===== config.mk =====
export PLATFORM = sky130hd
export DESIGN_NAME = ntp_time_select_flat
export DESIGN_NICKNAME = d
export VERILOG_FILES = /design/src/rtl/ntp_time_select_if.sv /design/src/rtl/ntp_time_select.sv /design/src/flat_wrapper.sv
export SDC_FILE = /design/constraint.sdc
export NUM_CORES = 1
export LEC_CHECK = 0
export ABC_AREA = 1
export BUFFER_PORTS_ARGS = -buffer_cell sky130_fd_sc_hd__buf_4
export CAP_MARGIN = 20
export CORE_ASPECT_RATIO = 1.5
export CORE_MARGIN = 3
export CORE_UTILIZATION = 48
export DETAILED_ROUTE_END_ITERATION = 12
export GPL_TIMING_DRIVEN = 1
export PLACE_DENSITY = 0.76
export REMOVE_ABC_BUFFERS = 1
export SYNTH_ARGS = -nofsm -noshare
export SYNTH_HDL_FRONTEND = slang
export SYNTH_SLANG_ARGS = --single-unit

===== constraint.sdc =====
create_clock -name axi_aclk -period 1.7 [get_ports axi_aclk]
set_input_delay 0.085 -clock axi_aclk [delete_from_list [all_inputs] [get_ports axi_aclk]]
set_output_delay 0.085 -clock axi_aclk [all_outputs]
set_load 0.005 [all_outputs]

===== src/rtl/ntp_time_select_if.sv =====
// AXI-lite register port of the NTP time selector: 5-bit byte address, 32-bit data.
// The master modport drives requests; the slave modport is the selector's view.
interface ntp_time_select_if;
  logic [4:0]  axi_awaddr;
  logic        axi_awvalid;
  logic        axi_awready;
  logic [31:0] axi_wdata;
  logic [3:0]  axi_wstrb;
  logic        axi_wvalid;
  logic        axi_wready;
  logic [1:0]  axi_bresp;
  logic        axi_bvalid;
  logic        axi_bready;
  logic [4:0]  axi_araddr;
  logic        axi_arvalid;
  logic        axi_arready;
  logic [31:0] axi_rdata;
  logic [1:0]  axi_rresp;
  logic        axi_rvalid;
  logic        axi_rready;

  modport slave (
    input  axi_awaddr, axi_awvalid, axi_wdata, axi_wstrb, axi_wvalid, axi_bready,
    input  axi_araddr, axi_arvalid, axi_rready,
    output axi_awready, axi_wready, axi_bresp, axi_bvalid,
    output axi_arready, axi_rdata, axi_rresp, axi_rvalid
  );

  modport master (
    output axi_awaddr, axi_awvalid, axi_wdata, axi_wstrb, axi_wvalid, axi_bready,
    output axi_araddr, axi_arvalid, axi_rready,
    input  axi_awready, axi_wready, axi_bresp, axi_bvalid,
    input  axi_arready, axi_rdata, axi_rresp, axi_rvalid
  );
endinterface


===== src/rtl/ntp_time_select.sv =====
// Picks one of NUM_CLOCKS NTP time sources, with a holdoff window before automatic failover.
// Selected time/strobe lag inputs by one cycle; AXI-lite accepts one write and one read at a time.
module ntp_time_select #(
  parameter int          NUM_CLOCKS     = 2,
  parameter int unsigned HOLDOFF_CYCLES = 1000
) (
  input  logic                     axi_aclk,
  input  logic                     reset,
  input  logic [NUM_CLOCKS*64-1:0] ntp_time,
  input  logic [NUM_CLOCKS-1:0]    ntp_time_upd,
  input  logic [NUM_CLOCKS-1:0]    sync_ok,
  output logic [63:0]              sel_time,
  output logic                     sel_time_upd,
  output logic [2:0]               sel_index,
  output logic                     sel_valid,
  output logic                     failover,
  ntp_time_select_if.slave         axi
);

  typedef enum logic [1:0] {ST_NOSRC, ST_LOCKED, ST_HOLDOFF, ST_MANUAL} state_e;

  state_e      state_q;
  logic [2:0]  sel_q;
  logic        sel_valid_q;
  logic        failover_q;
  logic [31:0] cnt_q;
  logic [31:0] fail_cnt_q;
  logic [63:0] sel_time_q;
  logic        sel_time_upd_q;
  logic        auto_en_q;
  logic [2:0]  pref_q;
  logic [31:0] holdoff_q;
  logic [31:0] snap_q;
  logic        bvalid_q;
  logic        rvalid_q;
  logic [31:0] rdata_q;
  logic [31:0] rdata_d;

  // Channels padded out to 8 so a 3-bit index can never fall off the end.
  logic [7:0]  sync8;
  logic [7:0]  upd8;
  logic [63:0] time8 [8];

  always_comb begin
    sync8 = '0;
    upd8  = '0;
    for (int i = 0; i < 8; i++) time8[i] = '0;
    for (int i = 0; i < NUM_CLOCKS; i++) begin
      sync8[i] = sync_ok[i];
      upd8[i]  = ntp_time_upd[i];
      time8[i] = ntp_time[64*i +: 64];
    end
  end

  logic [2:0] pref_eff;
  assign pref_eff = ({29'd0, pref_q} < NUM_CLOCKS) ? pref_q : 3'd0;

  // Result is {found, index}: preferred channel first, else the lowest healthy one.
  function automatic logic [3:0] pick(input logic [7:0] ok, input logic [2:0] pref,
                                      input logic excl_en, input logic [2:0] excl);
    logic [7:0] m;
    logic [3:0] r;
    m = ok;
    if (excl_en) m[excl] = 1'b0;
    r = 4'd0;
    for (int i = 7; i >= 0; i--) begin
      if (m[i]) r = {1'b1, 3'(i)};
    end
    if (m[pref]) r = {1'b1, pref};
    return r;
  endfunction

  logic [3:0] pick_any;
  logic [3:0] pick_alt;
  assign pick_any = pick(sync8, pref_eff, 1'b0, sel_q);
  assign pick_alt = pick(sync8, pref_eff, 1'b1, sel_q);

  logic [2:0] wsel;
  logic [2:0] rsel;
  logic       aw_hs;
  logic       ar_hs;
  logic       fail_clr;
  logic       fo_evt;

  assign wsel     = axi.axi_awaddr[4:2];
  assign rsel     = axi.axi_araddr[4:2];
  assign aw_hs    = axi.axi_awvalid & axi.axi_wvalid & ~bvalid_q & ~reset;
  assign ar_hs    = axi.axi_arvalid & ~rvalid_q & ~reset;
  assign fail_clr = aw_hs & (wsel == 3'd2);
  assign fo_evt   = auto_en_q & (state_q == ST_HOLDOFF) & ~sync8[sel_q] &
                    (cnt_q == 32'd0) & pick_alt[3];

  always_ff @(posedge axi_aclk) begin
    if (reset) begin
      state_q     <= ST_NOSRC;
      sel_q       <= 3'd0;
      sel_valid_q <= 1'b0;
      failover_q  <= 1'b0;
      cnt_q       <= 32'd0;
      fail_cnt_q  <= 32'd0;
    end else begin
      failover_q <= 1'b0;
      // A clear landing on the same edge as a failover wins.
      if (fail_clr)
        fail_cnt_q <= 32'd0;
      else if (fo_evt && fail_cnt_q != 32'hFFFF_FFFF)
        fail_cnt_q <= fail_cnt_q + 32'd1;

      if (!auto_en_q) begin
        state_q     <= ST_MANUAL;
        sel_q       <= pref_eff;
        sel_valid_q <= sync8[pref_eff];
      end else begin
        case (state_q)
          ST_MANUAL: begin
            state_q     <= ST_NOSRC;
            sel_valid_q <= 1'b0;
          end
          ST_NOSRC: begin
            if (pick_any[3]) begin
              state_q     <= ST_LOCKED;
              sel_q       <= pick_any[2:0];
              sel_valid_q <= 1'b1;
            end
          end
          ST_LOCKED: begin
            if (!sync8[sel_q]) begin
              state_q <= ST_HOLDOFF;
              cnt_q   <= holdoff_q;
            end
          end
          ST_HOLDOFF: begin
            if (sync8[sel_q]) begin
              state_q <= ST_LOCKED;
            end else if (cnt_q == 32'd0) begin
              if (pick_alt[3]) begin
                state_q    <= ST_LOCKED;
                sel_q      <= pick_alt[2:0];
                failover_q <= 1'b1;
              end else begin
                state_q     <= ST_NOSRC;
                sel_valid_q <= 1'b0;
              end
            end else begin
              cnt_q <= cnt_q - 32'd1;
            end
          end
          default: begin
            state_q     <= ST_NOSRC;
            sel_valid_q <= 1'b0;
          end
        endcase
      end
    end
  end

  always_ff @(posedge axi_aclk) begin
    if (reset) begin
      sel_time_q     <= 64'd0;
      sel_time_upd_q <= 1'b0;
    end else begin
      sel_time_q     <= time8[sel_q];
      sel_time_upd_q <= upd8[sel_q] & sel_valid_q;
    end
  end

  always_comb begin
    rdata_d = 32'd0;
    case (rsel)
      3'd0:    rdata_d = {25'd0, pref_q, 3'd0, auto_en_q};
      3'd1:    rdata_d = {16'd0, sync8, 4'd0, sel_valid_q, sel_q};
      3'd2:    rdata_d = fail_cnt_q;
      3'd3:    rdata_d = holdoff_q;
      3'd4:    rdata_d = sel_time_q[63:32];
      3'd5:    rdata_d = snap_q;
      default: rdata_d = 32'd0;
    endcase
  end

  always_ff @(posedge axi_aclk) begin
    if (reset) begin
      auto_en_q <= 1'b1;
      pref_q    <= 3'd0;
      holdoff_q <= 32'(HOLDOFF_CYCLES);
      snap_q    <= 32'd0;
      bvalid_q  <= 1'b0;
      rvalid_q  <= 1'b0;
      rdata_q   <= 32'd0;
    end else begin
      if (aw_hs) begin
        bvalid_q <= 1'b1;
        if (wsel == 3'd0) begin
          auto_en_q <= axi.axi_wdata[0];
          pref_q    <= axi.axi_wdata[6:4];
        end else if (wsel == 3'd3) begin
          holdoff_q <= axi.axi_wdata;
        end
      end else if (bvalid_q && axi.axi_bready) begin
        bvalid_q <= 1'b0;
      end

      // TIME_HI read freezes the low word so a later TIME_LO read is coherent.
      if (ar_hs) begin
        rvalid_q <= 1'b1;
        rdata_q  <= rdata_d;
        if (rsel == 3'd4) snap_q <= sel_time_q[31:0];
      end else if (rvalid_q && axi.axi_rready) begin
        rvalid_q <= 1'b0;
      end
    end
  end

  assign axi.axi_awready = aw_hs;
  assign axi.axi_wready  = aw_hs;
  assign axi.axi_bvalid  = bvalid_q;
  assign axi.axi_bresp   = 2'b00;
  assign axi.axi_arready = ar_hs;
  assign axi.axi_rvalid  = rvalid_q;
  assign axi.axi_rdata   = rdata_q;
  assign axi.axi_rresp   = 2'b00;

  assign sel_time     = sel_time_q;
  assign sel_time_upd = sel_time_upd_q;
  assign sel_index    = sel_q;
  assign sel_valid    = sel_valid_q;
  assign failover     = failover_q;

  logic unused_axi;
  assign unused_axi = ^{axi.axi_wstrb, axi.axi_awaddr[1:0], axi.axi_araddr[1:0]};

endmodule


===== src/flat_wrapper.sv =====
// flat-port wrapper written by rule: the top's interface ports become plain ports
module ntp_time_select_flat 
#(
  parameter int          NUM_CLOCKS     = 2,
  parameter int unsigned HOLDOFF_CYCLES = 1000
)
  (axi_aclk, reset, ntp_time, ntp_time_upd, sync_ok, sel_time, sel_time_upd, sel_index, sel_valid, failover, axi_axi_awaddr, axi_axi_awvalid, axi_axi_wdata, axi_axi_wstrb, axi_axi_wvalid, axi_axi_bready, axi_axi_araddr, axi_axi_arvalid, axi_axi_rready, axi_axi_awready, axi_axi_wready, axi_axi_bresp, axi_axi_bvalid, axi_axi_arready, axi_axi_rdata, axi_axi_rresp, axi_axi_rvalid);
  ntp_time_select_if axi_i ();
  input  logic axi_aclk;
  input  logic reset;
  input  logic [NUM_CLOCKS*64-1:0] ntp_time;
  input  logic [NUM_CLOCKS-1:0] ntp_time_upd;
  input  logic [NUM_CLOCKS-1:0] sync_ok;
  output logic [63:0] sel_time;
  output logic sel_time_upd;
  output logic [2:0] sel_index;
  output logic sel_valid;
  output logic failover;
  input wire logic [$bits(axi_i.axi_awaddr)-1:0] axi_axi_awaddr;
  input wire logic [$bits(axi_i.axi_awvalid)-1:0] axi_axi_awvalid;
  input wire logic [$bits(axi_i.axi_wdata)-1:0] axi_axi_wdata;
  input wire logic [$bits(axi_i.axi_wstrb)-1:0] axi_axi_wstrb;
  input wire logic [$bits(axi_i.axi_wvalid)-1:0] axi_axi_wvalid;
  input wire logic [$bits(axi_i.axi_bready)-1:0] axi_axi_bready;
  input wire logic [$bits(axi_i.axi_araddr)-1:0] axi_axi_araddr;
  input wire logic [$bits(axi_i.axi_arvalid)-1:0] axi_axi_arvalid;
  input wire logic [$bits(axi_i.axi_rready)-1:0] axi_axi_rready;
  output wire logic [$bits(axi_i.axi_awready)-1:0] axi_axi_awready;
  output wire logic [$bits(axi_i.axi_wready)-1:0] axi_axi_wready;
  output wire logic [$bits(axi_i.axi_bresp)-1:0] axi_axi_bresp;
  output wire logic [$bits(axi_i.axi_bvalid)-1:0] axi_axi_bvalid;
  output wire logic [$bits(axi_i.axi_arready)-1:0] axi_axi_arready;
  output wire logic [$bits(axi_i.axi_rdata)-1:0] axi_axi_rdata;
  output wire logic [$bits(axi_i.axi_rresp)-1:0] axi_axi_rresp;
  output wire logic [$bits(axi_i.axi_rvalid)-1:0] axi_axi_rvalid;
  assign axi_i.axi_awaddr = axi_axi_awaddr;
  assign axi_i.axi_awvalid = axi_axi_awvalid;
  assign axi_i.axi_wdata = axi_axi_wdata;
  assign axi_i.axi_wstrb = axi_axi_wstrb;
  assign axi_i.axi_wvalid = axi_axi_wvalid;
  assign axi_i.axi_bready = axi_axi_bready;
  assign axi_i.axi_araddr = axi_axi_araddr;
  assign axi_i.axi_arvalid = axi_axi_arvalid;
  assign axi_i.axi_rready = axi_axi_rready;
  assign axi_axi_awready = axi_i.axi_awready;
  assign axi_axi_wready = axi_i.axi_wready;
  assign axi_axi_bresp = axi_i.axi_bresp;
  assign axi_axi_bvalid = axi_i.axi_bvalid;
  assign axi_axi_arready = axi_i.axi_arready;
  assign axi_axi_rdata = axi_i.axi_rdata;
  assign axi_axi_rresp = axi_i.axi_rresp;
  assign axi_axi_rvalid = axi_i.axi_rvalid;
  ntp_time_select #(.NUM_CLOCKS(NUM_CLOCKS), .HOLDOFF_CYCLES(HOLDOFF_CYCLES)) u_core (.axi_aclk(axi_aclk), .reset(reset), .ntp_time(ntp_time), .ntp_time_upd(ntp_time_upd), .sync_ok(sync_ok), .sel_time(sel_time), .sel_time_upd(sel_time_upd), .sel_index(sel_index), .sel_valid(sel_valid), .failover(failover), .axi(axi_i));
endmodule

Word level (Yosys, flattened, before mapping)

Cells that the tools add are included.
W data, S select, Z words.

Reduce and logical (&&, ||, !) cells: 20
Equal/unequal tests: 23
Multiplexer cells: 55
Add/sub/neg operators: 2
$lt $le $gt $ge: 5
Bitwise operators: 22

Operators by type and width:

| operator                | number |
|---|---|
| $bmux W64 S3            | 1 |
| $pmux W32 S6            | 1 |
| $mux W64                | 2 |
| $mux W32                | 3 |
| $pmux W32 S2            | 1 |
| $mux W4                 | 12 |
| $add A32 B1 Y32 const B | 1 |
| $logic_not A32 Y1       | 1 |
| $ne A32 B32 Y1 const B  | 1 |
| $sub A32 B1 Y32 const B | 1 |
| $ne A3 B3 Y1 const B    | 7 |
| $mux W3                 | 6 |
| $mux W1                 | 16 |
| $reduce_and A5 Y1       | 3 |
| $bmux W1 S3             | 4 |
| $eq A3 B2 Y1 const B    | 4 |
| $and A1 B1 Y1           | 11 |
| $mux W2                 | 5 |
| $and A2 B8 Y8           | 1 |
| $lt A3 B4 Y1 const B    | 2 |
| $ne A4 B4 Y1 const B    | 2 |
| $not A1 Y1              | 8 |
| $not A8 Y8              | 1 |
| $pmux W2 S4             | 1 |
| 20 further kinds        | 32 |

Output and inout port bits: 111
Logic and storage cells: 142
Flip-flop bits (word level): 238

Longest topological paths before layout

Depth in word-level cells: 20
Depth in mapped cells: 13
Depth with buffers taken out: 12

Least setup slack after synthesis

OpenSTA, ideal clock, no wires.

Path type: register to register
From: register u_core.fail_cnt_q[0]
To: register u_core.fail_cnt_q[15]
Data arrival time: 1.533 ns
Setup slack: 0.026 ns
Setup time: 0.141 ns
Cell stages (with the launch flop): 12
Path through: dfxtp_1 > ha_1 > nand2_1 > nor2_2 > nand2_2 > nor2_2 > nand2_1 > inv_1 > nor2_4 > buf_4 > nand2_1 > a21oi_1

Word-level cells in the longest chain between the ends: 2

Ends and longest elaborated chain:

| item                                                                    | line                   | text |
|---|---|---|
| from (decl)                                                             | ntp_time_select.sv:27  | `logic [31:0] fail_cnt_q;` |
| from (signal assigned)                                                  | ntp_time_select.sv:107 | `fail_cnt_q <= fail_cnt_q + 32'd1;` |
| parallel branches: the longest is 2 deep, another holds $add A32 B1 Y32 | --                     |  |

Parallel ways; which one is timed is not known.
A chain may end at the register's enable or synchronous reset.

Final worst setup path

From: register u_core.cnt_q[21]
To: register u_core.fail_cnt_q[24]

Word-level cells in the longest chain between the ends: 4

Ends and longest elaborated chain:

| item                   | line                   | text |
|---|---|---|
| from (decl)            | ntp_time_select.sv:26  | `logic [31:0] cnt_q;` |
| from (signal assigned) | ntp_time_select.sv:129 | `cnt_q <= holdoff_q;` |
| from (signal assigned) | ntp_time_select.sv:145 | `cnt_q <= cnt_q - 32'd1;` |
| $logic_not A32 Y1      | ntp_time_select.sv:91  | `(cnt_q == 32'd0) & pick_alt[3];` |
| $and A1 B1 Y1          | ntp_time_select.sv:90  | `assign fo_evt = auto_en_q & (state_q == ST_HOLDOFF) & ~sync8[sel_q] &` |
| $and A1 B1 Y1          | ntp_time_select.sv:91  |  |
| $logic_and A1 B1 Y1    | ntp_time_select.sv:106 | `else if (fo_evt && fail_cnt_q != 32'hFFFF_FFFF)` |

No other way between the ends.

==> impl_results.md <==
* Maximum clock path buffer count at 3
* Finished Core Util at 0.789
* Power per cell area at about 1400 nW/um^2
* Compound-Gate Fraction of Synth Area at 0.165
* Prevailing post-synth register cell: dfxtp_1
* Hold Path Origin: axi_axi_awaddr[4]
* Instance count of the mapped netlist at ~1800
* Number of synthesized register bits at 238
* Ys Warns at 0
* CTS Buf Count at 24
* Status: finished, violations left
* Row count at a little under 70
* Tcrit/Tclk final at 1.12
* Core ar. at 23700 um^2
* Vias in the first global route at about 15000
* Drc violations at 0
* Kind of cell adding the most delay to the critical path: simple AND/OR/NAND/NOR gates
* Largest family of logic cells by synthesized area: simple AND/OR/NAND/NOR gates
* CTS root buf: clkbuf_16
* Post-route minimum period at 1.91 ns
* Crit. Startpoint: u_core.cnt_q[21]$_SDFFE_PP0P_
* Synth Area in XOR/XNOR at 0.0219
* Initial antenna violation count at 2
* Mapped Area at between 10000 and 15000 um^2
* Clock Sinks at between 200 and 250
* Gpl congestion at around 1.0
* LEAKAGE at between 8 and 9 nW
* Final hold slack at 0.0392 ns
* Fraction of synthesized area in multiplexers at 0
* Fmax at around 520 MHz
* Highest Signal Layer: met4
* Setup TNS at -5.41 ns
* Relative slew slack at 0.474
* Layout cells sized above 1 at 0.301
* Avg WL per Cell at 21.1 um
* RSZ-0062 raised after global routing: true
* Post-synthesis adder-cell area fraction at 0.00864
* Final wirelength at around 56000 um
* Antenna viol nets, final at 0
* WP data required at roughly 2.2 ns
* Clk_lat worst skew at between 0.5 and 0.6 ns
* Clock transition at path regs at 0.07 ns
* Post-Synth Simple-Gate Area at 0.313
* Total GRT Usage at 0.394
* Final WS setup at -0.209 ns
* TritonCTS clock tree: built
* Critical path class: flop to flop
* Crit end category: flop
* Switching part of the total at 0.409
* CP arrival at between 2 and 2.5 ns
* Startpoint types: flop
* First drt pass iteration count at 6
* EDFF count, synth at 0
* Yosys cell types at 38
* Worst reg2reg startpoint: u_core.cnt_q[21]$_SDFFE_PP0P_
* FFs w/ async S/R, synth at 0
* Initial Util at 0.488
* Peak VDD IR at 932 uV
* Die Ht at between 150 and 200 um
* Actual slew at the worst max-slew pin at about 0.79 ns
* Internal power at 15.8 mW
* Met2 Wirelength at 27800 um
* Critical path's slowest cell: dfxtp_1
* Seq pwr share at 0.255
* Clock skew at around 0.036 ns
* Sequential area share after synthesis at 0.411
* Vias at 15500
* Power share of the combinational group at 0.514
* Worst path max stage delay at approximately 0.32 ns
* Largest net degree at the start of global routing at between 90 and 100
* DR vias/cell at between 5 and 6
* DRT iter0 DRCs at 1461
* Post-DP HPWL at approximately 35000 um
* Max_cap viols at 0
* First-pass GRT wire length at a little over 80000 um
* Sw power at around 11 mW
* Clock network fraction of total power at 0.231
* CP Cell Sequence: nor2_2 -> nand2_2 -> nor2_2 -> nand3_4 -> nor2_4 -> nand3_2 -> nor2_4 -> buf_12 -> buf_12 -> nand2_4 -> a21oi_2
* Failing checks: negative setup slack
* Hold Crit Class: input pin to flop
* Synth-to-layout area growth at 61.8%
* Layout Nets at approximately 2500
* CTS H-Tree Depth at 1
* Post-Place Worst Slack at -0.160 ns
* Die X-Extent at ~130 um
* Avg Inst Size Synth at ~6.5 um^2
* Metal1 wirelength at ~19000 um
* PortBufs at roughly 280
* Fillers at approximately 1600
* IO Pins at 296
* Worst Path Max Fanout at 8
* Die ar. at ~26000 um^2
* WP buf/inv at 2
* Detailed-routed wire length on met3 at slightly above 5000 um
* Final Max Tran Viols at 0
* GRT Residual Overflow at 0
* Endpoints failing setup at 62
* Fin. Hold Viols at 0
==> synthesized netlist by cell type (all sizes together), types with 12 or more instances <==
library cell / instances / area share
nand4: 20 / 0.011
clkbuf: 67 / 0.022
nor3: 24 / 0.010
buf: 30 / 0.016
dfxtp: 238 / 0.41
o22ai: 12 / 0.0065
nand2: 556 / 0.18
o2111ai: 12 / 0.0091
a21oi: 184 / 0.080
xor2: 26 / 0.020
o21ai: 147 / 0.064
nand3: 75 / 0.033
inv: 129 / 0.042
nor2: 224 / 0.076
==> layer usage <==
layer / global-route usage / vias to the layer above
met5: 0 / -
met4: 0.268 / 0
met3: 0.0716 / 314
li1: - / 6838
met2: 0.688 / 1113
met1: 0.431 / 7277
==> path summary, 6_finish.rpt <==
kind                                         to  slack [ns]  cells past startpoint
max          u_core.fail_cnt_q[24]$_SDFFE_PP0P_       -0.21                     11
min reg2reg      u_core.snap_q[31]$_SDFFE_PP0P_        0.45                      2
min               u_core.pref_q[0]$_SDFFE_PP0P_        0.04                      5
max reg2reg  u_core.fail_cnt_q[24]$_SDFFE_PP0P_       -0.21                     11
==> flip-flops by register name, summed over array words and instances (netlist names) <==
register	cells
u_core.auto_en_q	1
u_core.axi.axi_bvalid	1
u_core.axi.axi_rdata	32
u_core.axi.axi_rvalid	1
u_core.cnt_q	32
u_core.fail_cnt_q	32
u_core.failover	1
u_core.holdoff_q	32
u_core.pref_q	3
u_core.sel_index	3
u_core.sel_time	64
u_core.sel_time_upd	1
u_core.sel_valid	1
u_core.snap_q	32
u_core.state_q	2
==> layout make-up <==
cell class | count | area (um^2) | area share
diodes | 2 | 5.00 | 0.000267
clock buffers | 29 | 649 | 0.0346
flip-flops and latches | 238 | 4790 | 0.256
inverters | 131 | 517 | 0.0276
multi-input cells | 1308 | 6600 | 0.352
well taps | 319 | 399 | 0.0213
clock inverters | 15 | 254 | 0.0136
repair buffers | 627 | 5530 | 0.295
==> kinds of logic after synthesis <==
family | Yosys count
and+or+nand+nor | 903
buffers and inverters | 228
other | 1
AOI/OAI and AO/OA | 364
adders and majority gates | 8
DFF | 238
xor gates and xnor gates | 29
==> placed cells by master, fill, tap and decap left out, types with 4 or more instances in the layout <==
cell type	n
buf_12	18
o211ai_1	4
inv_2	16
dfxtp_1	223
nand3_1	59
nand3_2	10
dfxtp_2	11
a21oi_2	26
bufinv_16	6
a21oi_1	158
buf_4	422
nor3_1	22
nand2_2	38
nor2_2	41
o21ai_2	12
nor2_4	15
dlygate4sd3_1	166
buf_6	12
o2111ai_1	12
dfxtp_4	4
conb_1	4
clkbuf_16	28
ha_1	4
inv_1	108
nand2_4	9
nand3_4	6
nor2_1	168
nand2_1	508
o22ai_1	12
o21ai_0	124
xor2_1	26
o21ai_1	10
nand4_1	19
==> power groups by stage <==
stage / logic (mW) / clock network (mW) / registers [mW]
after floorplan: 4.94 / 0 / 6.77
after CTS: 10.8 / 6.10 / 6.66
after detailed placement: 9.85 / 0 / 6.75
after global routing: 14.6 / 6.36 / 6.86
after global placement: 9.79 / 0 / 6.73
final: 13.7 / 6.16 / 6.81
==> worst min-delay path: stages <==
cell     delay, ns
buf_4         0.08
nor3_1        0.03
nand2_1       0.14
o21ai_0       0.10
nor2_1        0.08
==> what timing repair did <==
action,in CTS,in global routing
setup endpoints to repair,74,77
pin swaps,13,53
gates cloned,2,5
resized for setup,61,212
hold endpoints to repair,104,0
hold buffers,166,0
setup buffers,5,10
==> per-stage QoR <==
stage | std cells | power, mW | instance area (um^2)
after detailed placement | 2435 | 16.6 | 15000
after CTS | 2652 | 23.6 | 17800
after global routing | 2669 | 27.9 | 18700
after floorplan | 1677 | 11.7 | 11200
final | 2669 | 26.7 | 18700
after global placement | 2435 | 16.5 | 15000
Note: power is estimated with default switching activity, not from simulation.
